===== config.mk =====
export PLATFORM = sky130hd
export DESIGN_NAME = mc_main_fsm
export DESIGN_NICKNAME = d
export VERILOG_FILES = /design/src/rtl/mc_main_fsm.sv
export SDC_FILE = /design/constraint.sdc
export NUM_CORES = 1
export LEC_CHECK = 0
export ABC_AREA = 1
export ABC_CLOCK_PERIOD_IN_PS = 1300
export CAP_MARGIN = 20
export CORE_AREA = 5 5 66 68
export DETAILED_ROUTE_END_ITERATION = 10
export DIE_AREA = 0 0 71 73
export PLACE_DENSITY = 0.69
export SLEW_MARGIN = 10
export SYNTH_ARGS = -nofsm -noshare
export SYNTH_HDL_FRONTEND = slang
export SYNTH_SLANG_ARGS = --single-unit

===== constraint.sdc =====
create_clock -name clk -period 1.3 [get_ports clk]
set_input_delay 0.26 -clock clk [delete_from_list [all_inputs] [get_ports clk]]
set_output_delay 0.26 -clock clk [all_outputs]
set_load 0.05 [all_outputs]

===== src/rtl/mc_main_fsm.sv =====
// mc_main_fsm: multi-cycle main control FSM for the MIPS-style datapath.
// It decodes the IR opcode field (R-type, LW, SW, BEQ, BNE, ADDI, ORI, J)
// and drives every datapath mux select and enable. There is a mem_ready
// handshake in FETCH, MEMRD and MEMWR.
//
// Optional build macro: MC_FSM_EXC_EN
//   Defined   - an illegal opcode traps through EXC: exc=1, pc_write=1 and
//               pc_src=11 for one cycle.
//   Undefined - an illegal opcode returns to FETCH and acts as a NOP. exc
//               is always 0 and pc_src never takes the value 11.
//
// Ports:
//   clk, rst_n           clock (rising edge), async active-low reset
//   opcode               IR opcode field
//   mem_ready            memory access completes this cycle
//   mem_req, mem_write   memory request / write strobe
//   ior_d                memory address select (0 PC, 1 ALUOut)
//   ir_write, pc_write   IR load, unconditional PC load
//   pc_write_cond        PC load qualified by ALU zero vs branch_ne
//   branch_ne            branch sense (0 BEQ, 1 BNE)
//   pc_src               00 ALU, 01 ALUOut, 10 jump, 11 exception vector
//   alu_src_a/_b, alu_op ALU operand selects and operation code
//   reg_dst, mem_to_reg  register write address / data selects
//   reg_write, imm_zext  register file write, zero-extend immediate
//   state_o              current state (debug)
//   exc                  trap pulse
//
// state  | meaning
// FETCH  | read instruction at PC, PC+4 ; wait mem_ready
// DECODE | read regs, branch target into ALUOut
// MEMADR | effective address for LW/SW
// MEMRD  | data read ; wait mem_ready
// MEMWB  | load result into rt
// MEMWR  | data write ; wait mem_ready
// EXEC   | R-type ALU operation
// ALUWB  | R-type result into rd
// BRANCH | compare and conditional PC load
// ADDIEX | rs + sign-extended imm
// IMMWB  | immediate result into rt
// JUMP   | PC <- jump target
// ORIEX  | rs | zero-extended imm
// EXC    | trap to exception vector
module mc_main_fsm #(
   parameter int OPCODE_W = 6,
   parameter int ALUOP_W  = 3
) (
   input  logic                clk,
   input  logic                rst_n,
   input  logic [OPCODE_W-1:0] opcode,
   input  logic                mem_ready,
   output logic                mem_req,
   output logic                mem_write,
   output logic                ior_d,
   output logic                ir_write,
   output logic                pc_write,
   output logic                pc_write_cond,
   output logic                branch_ne,
   output logic [1:0]          pc_src,
   output logic                alu_src_a,
   output logic [1:0]          alu_src_b,
   output logic [ALUOP_W-1:0]  alu_op,
   output logic                reg_dst,
   output logic                mem_to_reg,
   output logic                reg_write,
   output logic                imm_zext,
   output logic [3:0]          state_o,
   output logic                exc
);

   typedef enum logic [3:0] {
      S_FETCH  = 4'd0,  S_DECODE = 4'd1,  S_MEMADR = 4'd2,  S_MEMRD  = 4'd3,
      S_MEMWB  = 4'd4,  S_MEMWR  = 4'd5,  S_EXEC   = 4'd6,  S_ALUWB  = 4'd7,
      S_BRANCH = 4'd8,  S_ADDIEX = 4'd9,  S_IMMWB  = 4'd10, S_JUMP   = 4'd11,
      S_ORIEX  = 4'd12, S_EXC    = 4'd13
   } state_t;

   typedef struct packed {
      logic       mem_req;
      logic       mem_write;
      logic       ior_d;
      logic       pc_write;
      logic       pc_write_cond;
      logic       branch_ne;
      logic [1:0] pc_src;
      logic       alu_src_a;
      logic [1:0] alu_src_b;
      logic [1:0] alu_op;
      logic       reg_dst;
      logic       mem_to_reg;
      logic       reg_write;
      logic       imm_zext;
      logic       exc;
      logic       fetch;
   } ctrl_t;

   localparam logic [OPCODE_W-1:0] OP_RTYPE = OPCODE_W'(6'h00);
   localparam logic [OPCODE_W-1:0] OP_J     = OPCODE_W'(6'h02);
   localparam logic [OPCODE_W-1:0] OP_BEQ   = OPCODE_W'(6'h04);
   localparam logic [OPCODE_W-1:0] OP_BNE   = OPCODE_W'(6'h05);
   localparam logic [OPCODE_W-1:0] OP_ADDI  = OPCODE_W'(6'h08);
   localparam logic [OPCODE_W-1:0] OP_ORI   = OPCODE_W'(6'h0D);
   localparam logic [OPCODE_W-1:0] OP_LW    = OPCODE_W'(6'h23);
   localparam logic [OPCODE_W-1:0] OP_SW    = OPCODE_W'(6'h2B);

   function automatic state_t next_state(state_t s, logic [OPCODE_W-1:0] op,
                                         logic rdy);
      state_t n;
      n = S_FETCH;
      case (s)
         S_FETCH:  n = rdy ? S_DECODE : S_FETCH;
         S_DECODE: begin
            case (op)
               OP_RTYPE:      n = S_EXEC;
               OP_LW, OP_SW:  n = S_MEMADR;
               OP_BEQ, OP_BNE: n = S_BRANCH;
               OP_ADDI:       n = S_ADDIEX;
               OP_ORI:        n = S_ORIEX;
               OP_J:          n = S_JUMP;
`ifdef MC_FSM_EXC_EN
               default:       n = S_EXC;
`else
               default:       n = S_FETCH;
`endif
            endcase
         end
         S_MEMADR: n = (op == OP_LW) ? S_MEMRD : S_MEMWR;
         S_MEMRD:  n = rdy ? S_MEMWB : S_MEMRD;
         S_MEMWR:  n = rdy ? S_FETCH : S_MEMWR;
         S_EXEC:   n = S_ALUWB;
         S_ADDIEX: n = S_IMMWB;
         S_ORIEX:  n = S_IMMWB;
         default:  n = S_FETCH;
      endcase
      return n;
   endfunction

   // Moore decode. It is evaluated on the next state, so the registered
   // outputs line up with the state register. branch_ne is captured from
   // opcode[0] on entry to BRANCH. The IR holds opcode stable across the
   // instruction.
   function automatic ctrl_t decode(state_t s, logic op0);
      ctrl_t c;
      c = '0;
      case (s)
         S_FETCH:  begin c.mem_req = 1'b1; c.alu_src_b = 2'b01; c.fetch = 1'b1; end
         S_DECODE: c.alu_src_b = 2'b11;
         S_MEMADR: begin c.alu_src_a = 1'b1; c.alu_src_b = 2'b10; end
         S_MEMRD:  begin c.mem_req = 1'b1; c.ior_d = 1'b1; end
         S_MEMWB:  begin c.reg_write = 1'b1; c.mem_to_reg = 1'b1; end
         S_MEMWR:  begin c.mem_req = 1'b1; c.mem_write = 1'b1; c.ior_d = 1'b1; end
         S_EXEC:   begin c.alu_src_a = 1'b1; c.alu_op = 2'd2; end
         S_ALUWB:  begin c.reg_write = 1'b1; c.reg_dst = 1'b1; end
         S_BRANCH: begin
            c.alu_src_a = 1'b1; c.alu_op = 2'd1; c.pc_write_cond = 1'b1;
            c.pc_src = 2'b01; c.branch_ne = op0;
         end
         S_ADDIEX: begin c.alu_src_a = 1'b1; c.alu_src_b = 2'b10; end
         S_ORIEX:  begin
            c.alu_src_a = 1'b1; c.alu_src_b = 2'b10; c.alu_op = 2'd3;
            c.imm_zext = 1'b1;
         end
         S_IMMWB:  c.reg_write = 1'b1;
         S_JUMP:   begin c.pc_write = 1'b1; c.pc_src = 2'b10; end
`ifdef MC_FSM_EXC_EN
         S_EXC:    begin c.exc = 1'b1; c.pc_write = 1'b1; c.pc_src = 2'b11; end
`endif
         default:  c = '0;
      endcase
      return c;
   endfunction

   state_t state, state_nxt;
   ctrl_t  ctrl;

   always_comb state_nxt = next_state(state, opcode, mem_ready);

   always_ff @(posedge clk or negedge rst_n) begin
      if (!rst_n) begin
         state <= S_FETCH;
         ctrl  <= decode(S_FETCH, 1'b0);
      end else begin
         state <= state_nxt;
         ctrl  <= decode(state_nxt, opcode[0]);
      end
   end

   // FETCH loads the IR and PC only when the instruction read completes.
   assign ir_write      = ctrl.fetch & mem_ready;
   assign pc_write      = ctrl.pc_write | (ctrl.fetch & mem_ready);
   assign mem_req       = ctrl.mem_req;
   assign mem_write     = ctrl.mem_write;
   assign ior_d         = ctrl.ior_d;
   assign pc_write_cond = ctrl.pc_write_cond;
   assign branch_ne     = ctrl.branch_ne;
   assign pc_src        = ctrl.pc_src;
   assign alu_src_a     = ctrl.alu_src_a;
   assign alu_src_b     = ctrl.alu_src_b;
   assign alu_op        = ALUOP_W'(ctrl.alu_op);
   assign reg_dst       = ctrl.reg_dst;
   assign mem_to_reg    = ctrl.mem_to_reg;
   assign reg_write     = ctrl.reg_write;
   assign imm_zext      = ctrl.imm_zext;
   assign exc           = ctrl.exc;
   assign state_o       = state;

endmodule


==> metrics.yaml <==
place_hpwl_um: 2140
synthCells: 147
grt_pass1_wl_um: 4810
firstDrtPassIters: 4
synth-simple-area-share: 0.426
slew_viol_final: 0
failed_checks: "negative setup slack"
cts_max_level: 1
worst_setup_path_end_kind: "register"
wl_um: 3180
core-area_um2: 3800
status: "finished, violations left"
viasPerCell: 4.38
critical-path-top-delay-family: "simple AND/OR/NAND/NOR gates"
die_w_um: 71
power_leakage_nw: 1.11
path_class: "register to register"
synthDistinctLibCells: 22
yosysSeqAreaShare: 0.432
io_pins: 33
ant_nets: 0
p_per_area_nw_per_um2: 1600
holdWs_ns: 0.331
synth_top_area_frac: 0.367
setup_viol: 19
clock_latency_ns: 0.26
syn-cell-area_um2: 1230
cp_max_fo: 8
cts_made_buffers: 3
place.gp.congestion: 0.861
drc_errors: 0
cts_buffer_depth: 2
rows: 23
synth_top_cell_by_area: "dfrtp_1"
overflow: 0
antenna_found_initial: 0
cp_cell_sequence: "nor2_4, and2_4, nand2_2, nand3_4, nand2_2, nor2_1, nor2_1, nand2_1"
max-cap-violations: 0
synthMuxAreaShare: 0
cpPeakStageDelay_ns: 0.44
die_area_um2: 5180
synth_area_leaders: "dfrtp_1 37%, nand2_1 7.0%, dfstp_2 6.4%, nand3_1 6.1%, nor2_1 6.1%"
cts-root-buf: "clkbuf_8"
grt_start_max_net_pins: 22
antenna_cells: 0
rsz0062_at_grt: "yes"
cp.required_ns: 1.51
reg2reg_depth: 8
nNetsFinal: 216
drt_iter0_markers: 42
max_freq_mhz: 652
chipHeight_um: 73
final_util: 0.562
ir_drop_v: 0.000986
cp_slowest_cell: "dfrtp_2"
synth_compound_area_frac: 0.0173
areaGrowthSynthToFinish_pct: 74.2
timing.rr.start: "state_o[2]"
clkTransAtPathRegs_ns: 0.07
avgSynthCellArea_um2: 8.34
start_util: 0.323
reg2reg_to: "alu_src_a"
portBuffers: 30
ys_ff_latch: 21
cp-start-kind: "register"
clkSinkCount: 21
routedWlPerCell_um: 12.4
finalCritPeriodShare: 1.18
grt_usage: 0.120
power_mw: 3.42
r2r_slack_ns: -0.23
synthAdderAreaFrac: 0
preCtsSetupSlack_ns: -0.485
path_buf_inv: 0
synth_xor_area_frac: 0
drive_gt1_frac: 0.568
yosys_warnings: 0
largest_reg_flops: 4
synth_top_family_by_area: "simple AND/OR/NAND/NOR gates"
worstHoldPathType: "input port to async pin"
fin_worst_skew_ns: 0.00202
vias: 1121
min_period_ns: 1.53
worst_slack_ns: -0.233
hold_viol: 0
cts_tree: "built"
arrival_ns: 1.74
tns_ns: -2.02
grt_pass1_vias: 1076
metal layers:
metal  share of wire  up-vias  GRT usage  wire length [um]
li1                -      562          -                 -
met1            0.37      530      0.129              1180
met2            0.56       23      0.226              1790
met3           0.039        6     0.0248               124
met4           0.025        0     0.0564                79
met5               0        -          0                 0
worst max path at each step:
stage | cells after the start | endpoint | startpoint | slack, ns
3_3_place_gp | 11 | alu_src_a | opcode[4] | -0.46
5_1_grt | 10 | alu_src_a | state_o[1] | -0.39
6_report | 8 | alu_src_a | state_o[2] | -0.23
3_5_place_dp | 11 | alu_src_a | opcode[4] | -0.49
2_1_floorplan | 10 | alu_src_a | state_o[0] | -0.21
4_1_cts | 9 | alu_src_a | state_o[3] | -0.16
cell type report:
type,instances,area [um2]
Clock buffer,4,45.0
Fill cell,340,1660
Inverter,24,96.3
Multi-Input combinational cell,95,636
Sequential cell,21,534
Tap cell,50,62.6
Timing Repair Buffer,62,762
cell usage in the layout, fill, tap and decap left out, drive strengths merged:
master / count
a21oi: 1
and2: 1
buf: 54
clkbuf: 4
clkdlybuf4s50: 1
clkinvlp: 1
conb: 2
dfrtp: 18
dfstp: 3
dlygate4sd2: 7
inv: 23
nand2: 31
nand3: 22
nand3b: 1
nand4: 2
nor2: 32
nor3: 1
o21ai: 1
or2: 1
cell usage after synthesis, drive strengths merged:
cell and instances:
buf 8, and2 1, nor2 32, conb 1, nand2 31, inv 24
or2 1, dfstp 3, nand4 2, a21oi 1, nand3b 1, o21ai 1
dfrtp 18, nor3 1, nand3 22
timing repair:
item	in CTS	in global routing
hold buffers	0	0
pin swaps	12	8
setup endpoints to repair	17	21
buffers inserted	7	4
gates resized for setup	16	19
power by group:
group	switching (mW)	internal [mW]
Combinational	1.10	0.936
Sequential	0.136	0.812
Clock	0.215	0.219
through the flow:
stage,cell area (um2),instances
2_1_floorplan,1240,148
3_3_place_gp,1910,241
3_5_place_dp,1910,241
4_1_cts,2030,252
5_1_grt,2140,256
6_report,2140,256
cell families after synthesis:
logic type             count (synthesis)
and+or+nand+nor                       91
buffers and inverters                 32
DFF                                   21
AOI/OAI and AO/OA                      2
other                                  1
Power figures use the tool's default switching activity.
